<file path="src/rtl/gpio_irq_pkg.sv">
// Shared definitions for the GPIO interrupt block and the GPIO bus decoder.
//   DefWidth : default number of GPIO pins / register width
//   addr_e   : register select encoding on the 2-bit bus address
package gpio_irq_pkg;

   localparam int unsigned DefWidth = 32;

   typedef enum logic [1:0] {
      AddrIe   = 2'd0,
      AddrEdge = 2'd1,
      AddrBoth = 2'd2,
      AddrPend = 2'd3
   } addr_e;

endpackage

</file>
<file path="src/rtl/gpio_irq_if.sv">
// Register bus between the GPIO bus decoder (master) and gpio_irq (slave).
//   wdata : write data (shared with the GPIO write data)
//   addr  : register select, see gpio_irq_pkg::addr_e
//   we    : write strobe, one write per cycle while high
//   rdata : read data of the selected register
interface gpio_irq_if
   import gpio_irq_pkg::*;
#(
   parameter int unsigned Width = DefWidth
) ();

   logic [Width-1:0] wdata;
   logic [1:0]       addr;
   logic             we;
   logic [Width-1:0] rdata;

   modport master (output wdata, output addr, output we, input rdata);
   modport slave  (input wdata, input addr, input we, output rdata);

endinterface

</file>
<file path="src/rtl/gpio_irq_edge_cell.sv">
// One pin of the interrupt block: edge detection against the previous sample
// plus the sticky pending flop.
//   clk, rst_n : clock, asynchronous active-low reset
//   armed      : detection enable, low until the first clock after reset
//   ie         : pin interrupt enable (masks new events only)
//   rise_sel   : 1 = rising edge, 0 = falling edge
//   both       : 1 = any edge, overrides rise_sel
//   cur        : current pin level (already synchronous)
//   clr        : write-1-to-clear strobe for this bit
//   pend       : sticky pending flag
module gpio_irq_edge_cell (
   input  logic clk,
   input  logic rst_n,
   input  logic armed,
   input  logic ie,
   input  logic rise_sel,
   input  logic both,
   input  logic cur,
   input  logic clr,
   output logic pend
);

   logic prev_q;
   logic pend_q, pend_d;
   logic set;

   always_comb begin
      set    = armed & ie & (cur ^ prev_q) & (both | (rise_sel ? cur : ~cur));
      // A new event beats a simultaneous clear.
      pend_d = (pend_q & ~clr) | set;
   end

   always_ff @(posedge clk or negedge rst_n) begin
      if (!rst_n) begin
         prev_q <= 1'b0;
         pend_q <= 1'b0;
      end else begin
         prev_q <= cur;
         pend_q <= pend_d;
      end
   end

   assign pend = pend_q;

endmodule

</file>
<file path="src/rtl/gpio_irq.sv">
// GPIO edge-detect and interrupt-pending block.
//   clk, rst_n : clock, asynchronous active-low reset
//   din        : registered pin levels from the GPIO block
//   bus        : register bus (IE / EDGE / BOTH / PEND), slave side
//   irq        : level interrupt request, |(PEND & IE)
module gpio_irq
   import gpio_irq_pkg::*;
#(
   parameter int unsigned Width = DefWidth
) (
   input  logic             clk,
   input  logic             rst_n,
   input  logic [Width-1:0] din,
   gpio_irq_if.slave        bus,
   output logic             irq
);

   logic [Width-1:0] ie_q;
   logic [Width-1:0] edge_q;
   logic [Width-1:0] both_q;
   logic [Width-1:0] pend;
   logic [Width-1:0] clr;
   logic             armed_q;
   addr_e            addr;

   assign addr = addr_e'(bus.addr);

   // Config and ARMED; ARMED keeps the first post-reset clock from seeing
   // pins that were already high as rising edges.
   always_ff @(posedge clk or negedge rst_n) begin
      if (!rst_n) begin
         ie_q    <= '0;
         edge_q  <= '0;
         both_q  <= '0;
         armed_q <= 1'b0;
      end else begin
         armed_q <= 1'b1;
         if (bus.we) begin
            unique case (addr)
               AddrIe:   ie_q   <= bus.wdata;
               AddrEdge: edge_q <= bus.wdata;
               AddrBoth: both_q <= bus.wdata;
               AddrPend: ;
            endcase
         end
      end
   end

   assign clr = (bus.we && (addr == AddrPend)) ? bus.wdata : '0;

   for (genvar i = 0; i < Width; i++) begin : g_cell
      gpio_irq_edge_cell u_cell (
         .clk      (clk),
         .rst_n    (rst_n),
         .armed    (armed_q),
         .ie       (ie_q[i]),
         .rise_sel (edge_q[i]),
         .both     (both_q[i]),
         .cur      (din[i]),
         .clr      (clr[i]),
         .pend     (pend[i])
      );
   end

   always_comb begin
      bus.rdata = '0;
      unique case (addr)
         AddrIe:   bus.rdata = ie_q;
         AddrEdge: bus.rdata = edge_q;
         AddrBoth: bus.rdata = both_q;
         AddrPend: bus.rdata = pend;
      endcase
   end

   assign irq = |(pend & ie_q);

endmodule

</file>
<file path="src/flat_wrapper.sv">
// flat-port wrapper written by rule: the top's interface ports become plain ports
module gpio_irq_flat import gpio_irq_pkg::*;
#(
   parameter int unsigned Width = DefWidth
)
  (clk, rst_n, din, irq, bus_wdata, bus_addr, bus_we, bus_rdata);
  gpio_irq_if #(.Width(Width)) bus_i ();
  input  logic clk;
  input  logic rst_n;
  input  logic [Width-1:0] din;
  output logic irq;
  input wire logic [$bits(bus_i.wdata)-1:0] bus_wdata;
  input wire logic [$bits(bus_i.addr)-1:0] bus_addr;
  input wire logic [$bits(bus_i.we)-1:0] bus_we;
  output wire logic [$bits(bus_i.rdata)-1:0] bus_rdata;
  assign bus_i.wdata = bus_wdata;
  assign bus_i.addr = bus_addr;
  assign bus_i.we = bus_we;
  assign bus_rdata = bus_i.rdata;
  gpio_irq #(.Width(Width)) u_core (.clk(clk), .rst_n(rst_n), .din(din), .bus(bus_i), .irq(irq));
endmodule
</file>
<file path="config.mk">
export PLATFORM = sky130hd
export DESIGN_NAME = gpio_irq_flat
export DESIGN_NICKNAME = d
export VERILOG_FILES = /design/src/rtl/gpio_irq_pkg.sv /design/src/rtl/gpio_irq_if.sv /design/src/rtl/gpio_irq_edge_cell.sv /design/src/rtl/gpio_irq.sv /design/src/flat_wrapper.sv
export SDC_FILE = /design/constraint.sdc
export NUM_CORES = 1
export LEC_CHECK = 0
export ABC_AREA = 1
export CAP_MARGIN = 20
export CORE_ASPECT_RATIO = 1.4
export CORE_MARGIN = 5
export CORE_UTILIZATION = 50
export CTS_CLUSTER_SIZE = 12
export DETAILED_ROUTE_END_ITERATION = 6
export MAX_ROUTING_LAYER = met4
export PLACE_DENSITY = 0.88
export RECOVER_POWER = 25
export SYNTH_ARGS = -nofsm -noshare
export SYNTH_HDL_FRONTEND = slang
export SYNTH_SLANG_ARGS = --single-unit
</file>
<file path="constraint.sdc">
create_clock -name clk -period 1 [get_ports clk]
set_input_delay 0.2 -clock clk [delete_from_list [all_inputs] [get_ports clk]]
set_output_delay 0.2 -clock clk [all_outputs]
set_load 0.05 [all_outputs]
</file>
==> qor.csv, run 1 <==
stage,metric,value,unit
critical_path,worstPathArrival,1.71,ns
sta,slew_headroom,0.427,
power_and_ir_drop,powerDensity,2050,mW/mm²
sta,setup_viol,273,
clock_network,htreeDepth,4,
sta,fin_skew,0.0118,ns
hold_path,hold_path.class,in2reg,
detailed_routing,drt_iter0_markers,1252,
power_and_ir_drop,irDropWorstVdd,0.00184,V
detailed_routing,final_antenna_net_count,0,
detailed_routing,detail_route.wl_per_cell,31.0,µm
clock_network,cts_tree,yes,
place,place_congestion,0.819,
die,core_area,0.0149,mm²
grt,grtUsageTotal,0.391,
critical_path,start_kind,flip-flop,
yosys,yosysWarnings,0,
clock_network,clockBufferDepth,2,
detailed_routing,drt-pass1-iter-count,7,
cells_and_area,drive_gt1_frac,0.484,
critical_path,max_stage_delay,0.42,ns
grt,grt_max_degree,40,
critical_path,cp_max_fo,2,
die,die_w,114,µm
power_and_ir_drop,leakagePower,6.40,nW
sta,fmax,523,MHz
die,floorplan.initialDensity,0.506,
place,dpl.hpwl,15300,µm
clock_network,clock_latency,0.44,ns
sta,period_needed,1.91,ns
yosys,syn_nets,949,
critical_path,crit_slowest_cell,dfrtp_1,
sta,rsz0062_at_grt,yes,
grt,grt_pass1_wl,50600,µm
outcome,violations,"design-rule violations, negative setup slack",
grt,overflow,0,
cells_and_area,fin_nets,1264,
sta,drv_slew,0,
die,die-area,0.0177,mm²
yosys,syn_avg_cell_area,8.59,µm²
yosys,synth-seq-cells,161,
yosys,synth-seq-area-share,0.533,
cells_and_area,final_common_cell,nand2_1,
critical_path,crit_chain,nand2_1 -> nand2_1 -> nor2_1 -> nand2_1 -> nor2_2 -> nand2_2 -> buf_8,
critical_path,critPathKind,reg2out,
sta,fin_ws,-0.912,ns
yosys,yosysUniqueCellTypes,20,
cells_and_area,mostFrequentLayoutCells,"178 x nand2_1, 159 x dfrtp_1, 95 x buf_4",
detailed_routing,num_vias,9517,
clock_network,clock-sinks,161,
detailed_routing,finalWirelength,43500,µm
die,dieHeight,155,µm
clock_network,clkSlewWorstSetupHoldPaths,0.07,ns
cells_and_area,area_delta_synth_final,80.4,%
critical_path,path_common_cell,nand2_1,
job,maxCapViolations,0,
detailed_routing,vias_per_cell,6.79,
grt,grt_pass1_vias,9248,
sta,tightestPinTransition,0.860,ns
critical_path,required,0.80,ns
die,rows,53,
place,port_buffers,101,
die,pin_count,102,
yosys,syn_area,0.00756,mm²
clock_network,cts_buffers,17,
grt,antenna_found_initial,1,
sta,post-route-period-util,1.91,
yosys,syn_inst,880,
cells_and_area,stdcell_count,1402,
sta,hold_viol,0,
clock_network,ctsRootBufferMaster,clkbuf_16,
detailed_routing,drc_errors,7,
outcome,status,finished with violations,
critical_path,cp-end-kind,output pin,
place,dp_cells,1286,
cells_and_area,fin_util,0.914,
[sequential cells by signal (all words and copies together), names as in the netlist]
register	flops
u_core.armed_q	1
u_core.both_q	32
u_core.edge_q	32
u_core.g_cell.u_cell.pend	32
u_core.g_cell.u_cell.prev_q	32
u_core.ie_q	32
[cell families (layout without fill, tap and decap cells)]
family / Yosys count / after routing / share of synthesized area
xor gates and xnor gates: 64 / 64 / 0.0742
DFF: 161 / 161 / 0.533
buffers and inverters: 71 / 398 / 0.0465
other: 1 / 3 / 0.000496
and+or+nand+nor: 423 / 424 / 0.225
AOI/OAI and AO/OA: 160 / 160 / 0.121
[through the flow]
stage	TNS (ns)	total power, mW	cell area (µm²)	hold WS (ns)	setup slack, ns
after global placement	-111.20	15.8	10400	0.0933	-0.822
after global routing	-71.40	28.5	13600	0.386	-0.914
after CTS	-35.68	24.6	12600	0.211	-0.751
final	-62.54	28.0	13600	0.399	-0.912
after floorplan	-5.84	12.0	7670	-0.0956	-0.181
after detailed placement	-115.85	16.2	10400	0.0951	-0.873
[power by group]
group	total [mW]	internal (mW)	switching, mW	leakage [nW]
clock	7.26	4.32	2.94	0.301
combinational	11.8	5.48	6.30	4.14
sequential	8.92	7.69	1.22	1.96
[metal layers]
metal / global-route usage / vias to the layer above / share of wire
met2: 0.628 / 1059 / 0.45
met5: - / - / 0
li1: - / 3492 / -
met1: 0.393 / 4409 / 0.30
met4: 0.344 / 0 / 0.13
met3: 0.0903 / 557 / 0.12
[synthesized netlist by cell type, drive strengths merged]
library cell | instances | share of area
conb | 1 | 0.00050
nand4 | 32 | 0.026
dfrtp | 161 | 0.53
buf | 28 | 0.025
nor2 | 44 | 0.024
nand2 | 347 | 0.17
clkbuf | 8 | 0.0043
o21ai | 160 | 0.12
xnor2 | 64 | 0.074
inv | 35 | 0.017
[what timing repair did]
action                                 4_1_cts  5_1_grt
pin swaps                                  139       94
gates cloned                                19        7
setup endpoints to repair                  161      145
hold buffers                                 1        0
resized for setup                          274      283
endpoints found under the hold margin      161        0
setup buffers                               42       53
[cell type report]
| type | count | area [µm²] |
|---|---|---|
| timing repair buffer | 331 | 4160 |
| clock buffer | 23 | 468 |
| multi-input combinational | 649 | 4420 |
| sequential | 161 | 4030 |
| fill | 465 | 1290 |
| inverter | 35 | 154 |
| tap | 192 | 240 |
| antenna | 2 | 5.00 |
| clock inverter | 9 | 155 |
[critical path: cells and delay by family, from the launching register on]
family	cells	cell delay, ns
DFF	1	0.42
buffers and inverters	1	0.16
and+or+nand+nor	6	0.69
[path summary, 6_finish.rpt]
check	startpoint	to	slack [ns]	depth (start not counted)
worst min register to register	u_core.edge_q[23]	u_core.edge_q[23]	0.56	2
min in group asynchronous	rst_n	u_core.both_q[6]	0.42	2
worst max-delay path	u_core.g_cell[23].u_cell.pend	irq	-0.91	7
max in group asynchronous	rst_n	u_core.edge_q[31]	-0.16	3
worst min-delay path	bus_we	u_core.ie_q[22]	0.40	4
worst max register to register	u_core.armed_q	u_core.g_cell[9].u_cell.pend	-0.30	6
(Power assumes the default switching activity.)
==> inputs of run 2 (changes only) <==
- CELL_PAD_IN_SITES_DETAIL_PLACEMENT: not set -> 1
- CELL_PAD_IN_SITES_GLOBAL_PLACEMENT: not set -> 2
- CORE_UTILIZATION: 50 -> 30
- PLACE_DENSITY: 0.88 -> 0.87
==> qor.csv, run 2 (synthesis gave the netlist of run 1 again) <==
stage,metric,value,unit,change
power_and_ir_drop,seqPwrFrac,0.343,,+0.024
clock_network,clkSlewWorstSetupHoldPaths,0.07,ns,about the same
cells_and_area,final_common_cell,nand2_1,,
critical_path,cp-end-kind,output pin,,
job,maxCapViolations,0,,unchanged
detailed_routing,detail_route.wl_per_cell,19.4,µm,-37%
sta,setup_viol,63,,-77%
sta,fin_skew,0.00923,ns,-0.00257 ns
cells_and_area,fin_nets,1230,,-2.7%
grt,antenna_found_initial,0,,-1
critical_path,worstPathArrival,1.58,ns,-0.13 ns
hold_path,hold_path.class,in2async,,
sta,setup-tns-final,-22.47,ns,+40.07 ns
die,rows,68,,+28%
power_and_ir_drop,combPwrFrac,0.386,,-0.035
clock_network,ctsRootBufferMaster,clkbuf_16,,
outcome,status,finished with violations,,
clock_network,htreeDepth,4,,unchanged
outcome,violations,negative setup slack,,
sta,rsz0062_at_grt,yes,,
die,pin_count,102,,unchanged
cells_and_area,seq_area,0.00403,mm²,about the same
detailed_routing,drc_errors,0,,-7
die,die-area,0.0285,mm²,+61%
place,port_buffers,101,,unchanged
die,die_w,144,µm,+27%
sta,drv_slew,0,,unchanged
clock_network,clockBufferDepth,2,,unchanged
sta,slew_headroom,0.589,,+0.162
power_and_ir_drop,switching_share,0.341,,-0.0335
detailed_routing,finalWirelength,28900,µm,-34%
sta,tightestPinTransition,0.617,ns,-0.243 ns
critical_path,reg2reg_from,u_core.armed_q,,
detailed_routing,final_antenna_net_count,0,,unchanged
cells_and_area,fin_util,0.504,,-0.410
critical_path,crit_family,simple AND/OR/NAND/NOR gates,,
cells_and_area,num_antenna_cells,0,,-2
critical_path,critPathKind,reg2out,,
critical_path,required,0.80,ns,about the same
clock_network,clock-sinks,161,,unchanged
sta,fmax,561,MHz,+7.2%
critical_path,crit_slowest_cell,dfrtp_1,,
grt,grt_pass1_vias,7814,,-16%
critical_path,max_stage_delay,0.40,ns,-0.02 ns
sta,hold_viol,0,,unchanged
detailed_routing,vias_per_cell,4.84,,-29%
critical_path,start_kind,flip-flop,,
grt,grt_max_degree,48,,+20%
critical_path,crit_buf_inv,1,,unchanged
place,place_congestion,0.766,,-6.5%
grt,overflow,0,,unchanged
cells_and_area,area_delta_synth_final,65.1,%,
place,dp_slack,-0.949,ns,-0.0757 ns
critical_path,critical_path.startpoint,u_core.g_cell[26].u_cell.pend,,
power_and_ir_drop,powerDensity,1990,mW/mm²,-2.7%
place,dpl.hpwl,17300,µm,+13%
power_and_ir_drop,switchingPower,8.48,mW,-19%
power_and_ir_drop,clkPwrFrac,0.271,,+0.011
die,dieHeight,198,µm,+27%
cells_and_area,multi_input_area,0.00371,mm²,-16%
cells_and_area,mostFrequentLayoutCells,"246 x nand2_1, 160 x dfrtp_1, 108 x o21ai_1",,
sta,post-route-period-util,1.78,,-0.129
grt,grt_pass1_wl,41900,µm,-17%
cells_and_area,drive_gt1_frac,0.365,,-0.119
clock_network,cts_buffers,17,,unchanged
power_and_ir_drop,irDropWorstVdd,0.00128,V,-31%
clock_network,clock_latency,0.44,ns,about the same
power_and_ir_drop,leakagePower,5.79,nW,-9.5%
detailed_routing,drt-pass1-iter-count,4,,-3
die,core_area,0.0248,mm²,+66%
critical_path,crit_chain,nand2_1 -> nand2_2 -> nor2_2 -> nand2_1 -> nor2_1 -> nand2_2 -> buf_8,,
critical_path,cp_max_fo,2,,unchanged
power_and_ir_drop,p_int,16.4,mW,-6.2%
clock_network,cts_tree,yes,,
die,floorplan.initialDensity,0.305,,-0.201
cells_and_area,fillers,2722,,+490%
sta,fin_ws,-0.784,ns,+0.129 ns
sta,period_needed,1.78,ns,-0.129 ns
grt,grtUsageTotal,0.198,,-0.193
detailed_routing,drt_iter0_markers,282,,-77%
detailed_routing,num_vias,7209,,-24%
[run 2: cell count changes in the layout (fill, tap and decap cells not counted), moves of 4 or more]
cell	before	now
nand2_1	178	246
nand2_4	79	28
o21ai_2	79	34
o21ai_1	75	108
nand2_2	87	69
o21ai_0	2	18
buf_6	82	69
nor2_4	15	7
buf_16	12	5
inv_6	2	9
buf_12	64	58
nor2_1	13	18
clkbuf_1	4	0
o21ai_4	4	0
[run 2: final cells by class]
type,instances,share of cell area
tap,315,0.0316
timing repair buffer,298,0.287
clock inverter,15,0.0135
clock buffer,17,0.0341
sequential,161,0.323
inverter,35,0.0135
multi-input combinational,648,0.297
[run 2: power by group through the flow]
stage               Sequential, mW  Clock, mW  Combinational (mW)
detailed placement            8.50          0                7.80
global placement              8.43          0                7.62
CTS                           8.47       6.87                8.77
floorplan                     8.62          0                3.34
finish                        8.54       6.74                9.60
global route                  8.66       7.16                10.3
[run 2: stage by stage]
step	instance area (µm²)	power (mW)	hold slack, ns	cells
final	12500	24.9	0.307	1489
after global placement	10400	16.1	0.0652	1407
after global routing	12500	26.1	0.349	1489
after floorplan	7670	12.0	-0.0956	880
after detailed placement	10400	16.3	0.0673	1407
after CTS	11900	24.1	0.161	1466
[run 2: worst paths after layout]
path                       slack, ns                        endpoint  depth (start not counted)
setup / recovery               -0.78                             irq                          7
hold / removal                  0.31  u_core.g_cell[4].u_cell.prev_q                          2
setup reg to reg               -0.15   u_core.g_cell[26].u_cell.pend                          6
hold reg to reg                 0.54               u_core.both_q[13]                          2
max in group asynchronous       0.01   u_core.g_cell[19].u_cell.pend                          3
min in group clk                0.40                  u_core.ie_q[0]                          5
[run 2: timing repair]
action / 4_1_cts / 5_1_grt
buffers inserted: 29 / 35
hold endpoints to repair: 161 / 0
cloned: 7 / 7
pin swaps: 122 / 80
gates resized for setup: 180 / 124
setup endpoints to repair: 161 / 153
hold buffers: 1 / 0
[run 2: per-layer routing]
metal / vias up / GRT usage / share of wire
met5: - / - / 0
met1: 3619 / 0.221 / 0.38
met3: 49 / 0.0302 / 0.032
li1: 3400 / - / -
met2: 141 / 0.360 / 0.56
met4: 0 / 0.0591 / 0.029
[run 2: worst register-to-register path: stages, from the launching register on]
cell and delay (ns):
dfrtp_2 0.48, buf_12 0.16, buf_12 0.14, nand2_2 0.06, nor2_1 0.03, o21ai_1 0.10
nand2_1 0.09
==> inputs of run 3 (changes only) <==
- CORE_UTILIZATION: 30 -> 31
- CTS_BUF_LIST: not set -> sky130_fd_sc_hd__clkbuf_4 sky130_fd_sc_hd__clkbuf_8
- PLACE_DENSITY: 0.87 -> 0.89
==> qor.csv, run 3 (synthesis gave the netlist of run 1 again) <==
stage,metric,value,unit,change
outcome,status,finished with violations,,
outcome,violations,negative setup slack,,
clock_network,clkSlewWorstSetupHoldPaths,0.10,ns,+0.03 ns
detailed_routing,drt-pass1-iter-count,6,,+2
detailed_routing,final_antenna_net_count,0,,unchanged
power_and_ir_drop,seqPwrFrac,0.357,,+0.014
cells_and_area,final_common_cell,nand2_1,,
place,dp_slack,-0.868,ns,+0.0808 ns
die,die_w,142,µm,-1.5%
critical_path,cp_max_fo,2,,unchanged
critical_path,critical_path.startpoint,u_core.g_cell[6].u_cell.pend,,
critical_path,rrSetupSlack,-0.23,ns,-0.08 ns
power_and_ir_drop,leakagePower,5.98,nW,+3.1%
critical_path,crit_end,irq,,
sta,fin_skew,0.0131,ns,+0.00390 ns
power_and_ir_drop,switchingPower,8.83,mW,+4.1%
sta,hold_viol,0,,unchanged
sta,period_needed,1.86,ns,+0.0786 ns
power_and_ir_drop,combPwrFrac,0.433,,+0.047
critical_path,crit_buf_inv,1,,unchanged
detailed_routing,num_vias,7726,,+7.2%
clock_network,htreeDepth,4,,unchanged
die,pin_count,102,,unchanged
sta,post-route-period-util,1.86,,+0.0786
power_and_ir_drop,clkPwrFrac,0.209,,-0.062
clock_network,clockBufferDepth,2,,unchanged
critical_path,crit_family,simple AND/OR/NAND/NOR gates,,
grt,grtUsageTotal,0.233,,+0.0355
clock_network,clock-sinks,161,,unchanged
clock_network,ctsRootBufferMaster,clkbuf_8,,
power_and_ir_drop,p_int,15.3,mW,-6.7%
cells_and_area,fin_util,0.541,,+0.0374
critical_path,cp.depth,7,,unchanged
cells_and_area,num_antenna_cells,0,,unchanged
die,core_area,0.0240,mm²,-3.2%
hold_path,hold_path.class,in2async,,
power_and_ir_drop,switching_share,0.366,,+0.0252
grt,antenna_found_initial,0,,unchanged
sta,tightestPinTransition,0.585,ns,-0.0322 ns
critical_path,cp-end-kind,output pin,,
clock_network,clock_latency,0.48,ns,+0.04 ns
grt,grt_max_degree,36,,-25%
power_and_ir_drop,irDropWorstVdd,0.000956,V,-25%
job,maxCapViolations,0,,unchanged
critical_path,rr_worst_depth,6,,unchanged
die,dieHeight,195,µm,-1.5%
critical_path,r2r_end,u_core.g_cell[0].u_cell.pend,,
clock_network,cts_tree,yes,,
cells_and_area,stdcell_count,1508,,+1.3%
die,floorplan.initialDensity,0.315,,+0.00997
critical_path,start_kind,flip-flop,,
detailed_routing,drt_iter0_markers,457,,+62%
cells_and_area,drive_gt1_frac,0.440,,+0.0745
grt,grt_pass1_vias,8584,,+9.9%
cells_and_area,area_delta_synth_final,71.8,%,
clock_network,cts_buffers,17,,unchanged
critical_path,required,0.80,ns,about the same
grt,overflow,0,,unchanged
sta,fmax,537,MHz,-4.2%
critical_path,worstPathArrival,1.66,ns,+0.08 ns
grt,grt_pass1_wl,48100,µm,+15%
die,die-area,0.0276,mm²,-3.0%
place,place_congestion,0.794,,+3.6%
sta,slew_headroom,0.610,,+0.0215
place,dpl.hpwl,17000,µm,-1.5%
critical_path,crit_slowest_cell,dfrtp_1,,
sta,setup_viol,129,,+100%
detailed_routing,detail_route.wl_per_cell,22.4,µm,+15%
die,rows,67,,-1.5%
detailed_routing,drc_errors,0,,unchanged
power_and_ir_drop,powerDensity,1860,mW/mm²,-6.8%
sta,rsz0062_at_grt,yes,,
critical_path,crit_chain,nand2_1 -> nand2_2 -> nor2_4 -> nand2_1 -> nor2_1 -> nand2_2 -> buf_8,,
sta,drv_slew,0,,unchanged
critical_path,max_stage_delay,0.42,ns,+0.02 ns
critical_path,reg2reg_from,u_core.armed_q,,
place,dp_cells,1402,,-0.36%
place,port_buffers,101,,unchanged
cells_and_area,fin_nets,1254,,+2.0%
cells_and_area,mostFrequentLayoutCells,"196 x nand2_1, 160 x dfrtp_1, 110 x nand2_2",,
cells_and_area,fillers,2669,,-1.9%
sta,fin_ws,-0.862,ns,-0.0786 ns
detailed_routing,vias_per_cell,5.12,,+5.8%
sta,hold_ws,0.250,ns,-0.0573 ns
detailed_routing,finalWirelength,33800,µm,+17%
critical_path,critPathKind,reg2out,,
## run 3: changes by cell type in the layout (fill, tap and decap cells not counted), moves of 6 or more
cell,previous run,this run
o21ai_1,108,93
nand2_1,246,196
o21ai_0,18,4
inv_6,9,1
clkbuf_16,22,1
nand2_4,28,38
o21ai_2,34,62
nand2_2,69,110
buf_16,5,16
clkbuf_8,0,18
nor2_2,19,13
nor2_1,18,25
clkinvlp_4,0,6
## run 3: repair_timing
item | CTS | global route
gates resized for setup | 276 | 163
endpoints found under the setup margin | 156 | 161
hold buffers | 1 | 0
buffers inserted | 35 | 48
pin swaps | 138 | 76
endpoints found under the hold margin | 161 | 0
cloned | 21 | 1
## run 3: how the worst min path moves through the flow
stage / to / start / slack [ns]
after global routing: u_core.both_q[10] / rst_n / 0.27
after CTS: u_core.both_q[10] / rst_n / 0.11
after detailed placement: u_core.g_cell[5].u_cell.prev_q / rst_n / 0.06
after floorplan: u_core.armed_q / rst_n / -0.1
final: u_core.both_q[10] / rst_n / 0.25
after global placement: u_core.g_cell[5].u_cell.prev_q / rst_n / 0.06
## run 3: worst reg2reg max path: stages (launching register included)
cell,delay [ns]
dfrtp_2,0.48
buf_6,0.16
buf_16,0.15
nand2_4,0.06
nor2_1,0.04
o21ai_1,0.14
nand2_1,0.09
## run 3: final cells by class
type	count	area [µm²]	area share
Clock inverter	12	136	0.0105
Tap cell	310	388	0.0299
Sequential cell	161	4030	0.311
Clock buffer	20	263	0.0202
Inverter	35	156	0.0121
Multi-Input combinational cell	649	3990	0.308
Timing Repair Buffer	321	4010	0.309
## run 3: routing by layer
layer	wire length, µm	up-vias	GRT usage
met5	0	-	-
met3	1220	75	0.0322
met4	1230	0	0.0829
met2	18500	230	0.418
met1	12800	3947	0.263
li1	-	3474	-
## run 3: through the flow
step | total power [mW] | cell area (µm²) | setup TNS [ns]
2_1_floorplan | 12.0 | 7670 | -5.84
3_3_place_gp | 16.0 | 10500 | -110.24
3_5_place_dp | 16.3 | 10500 | -113.26
4_1_cts | 22.7 | 12400 | -44.38
5_1_grt | 25.1 | 13000 | -46.87
6_report | 24.1 | 13000 | -43.86
## run 3: power groups by stage
| stage | registers [mW] | logic (mW) | clock network [mW] |
|---|---|---|---|
| after CTS | 8.45 | 9.17 | 5.08 |
| after floorplan | 8.62 | 3.34 | 0 |
| after global routing | 8.71 | 11.0 | 5.39 |
| after global placement | 8.41 | 7.64 | 0 |
| final | 8.63 | 10.5 | 5.05 |
| after detailed placement | 8.49 | 7.84 | 0 |
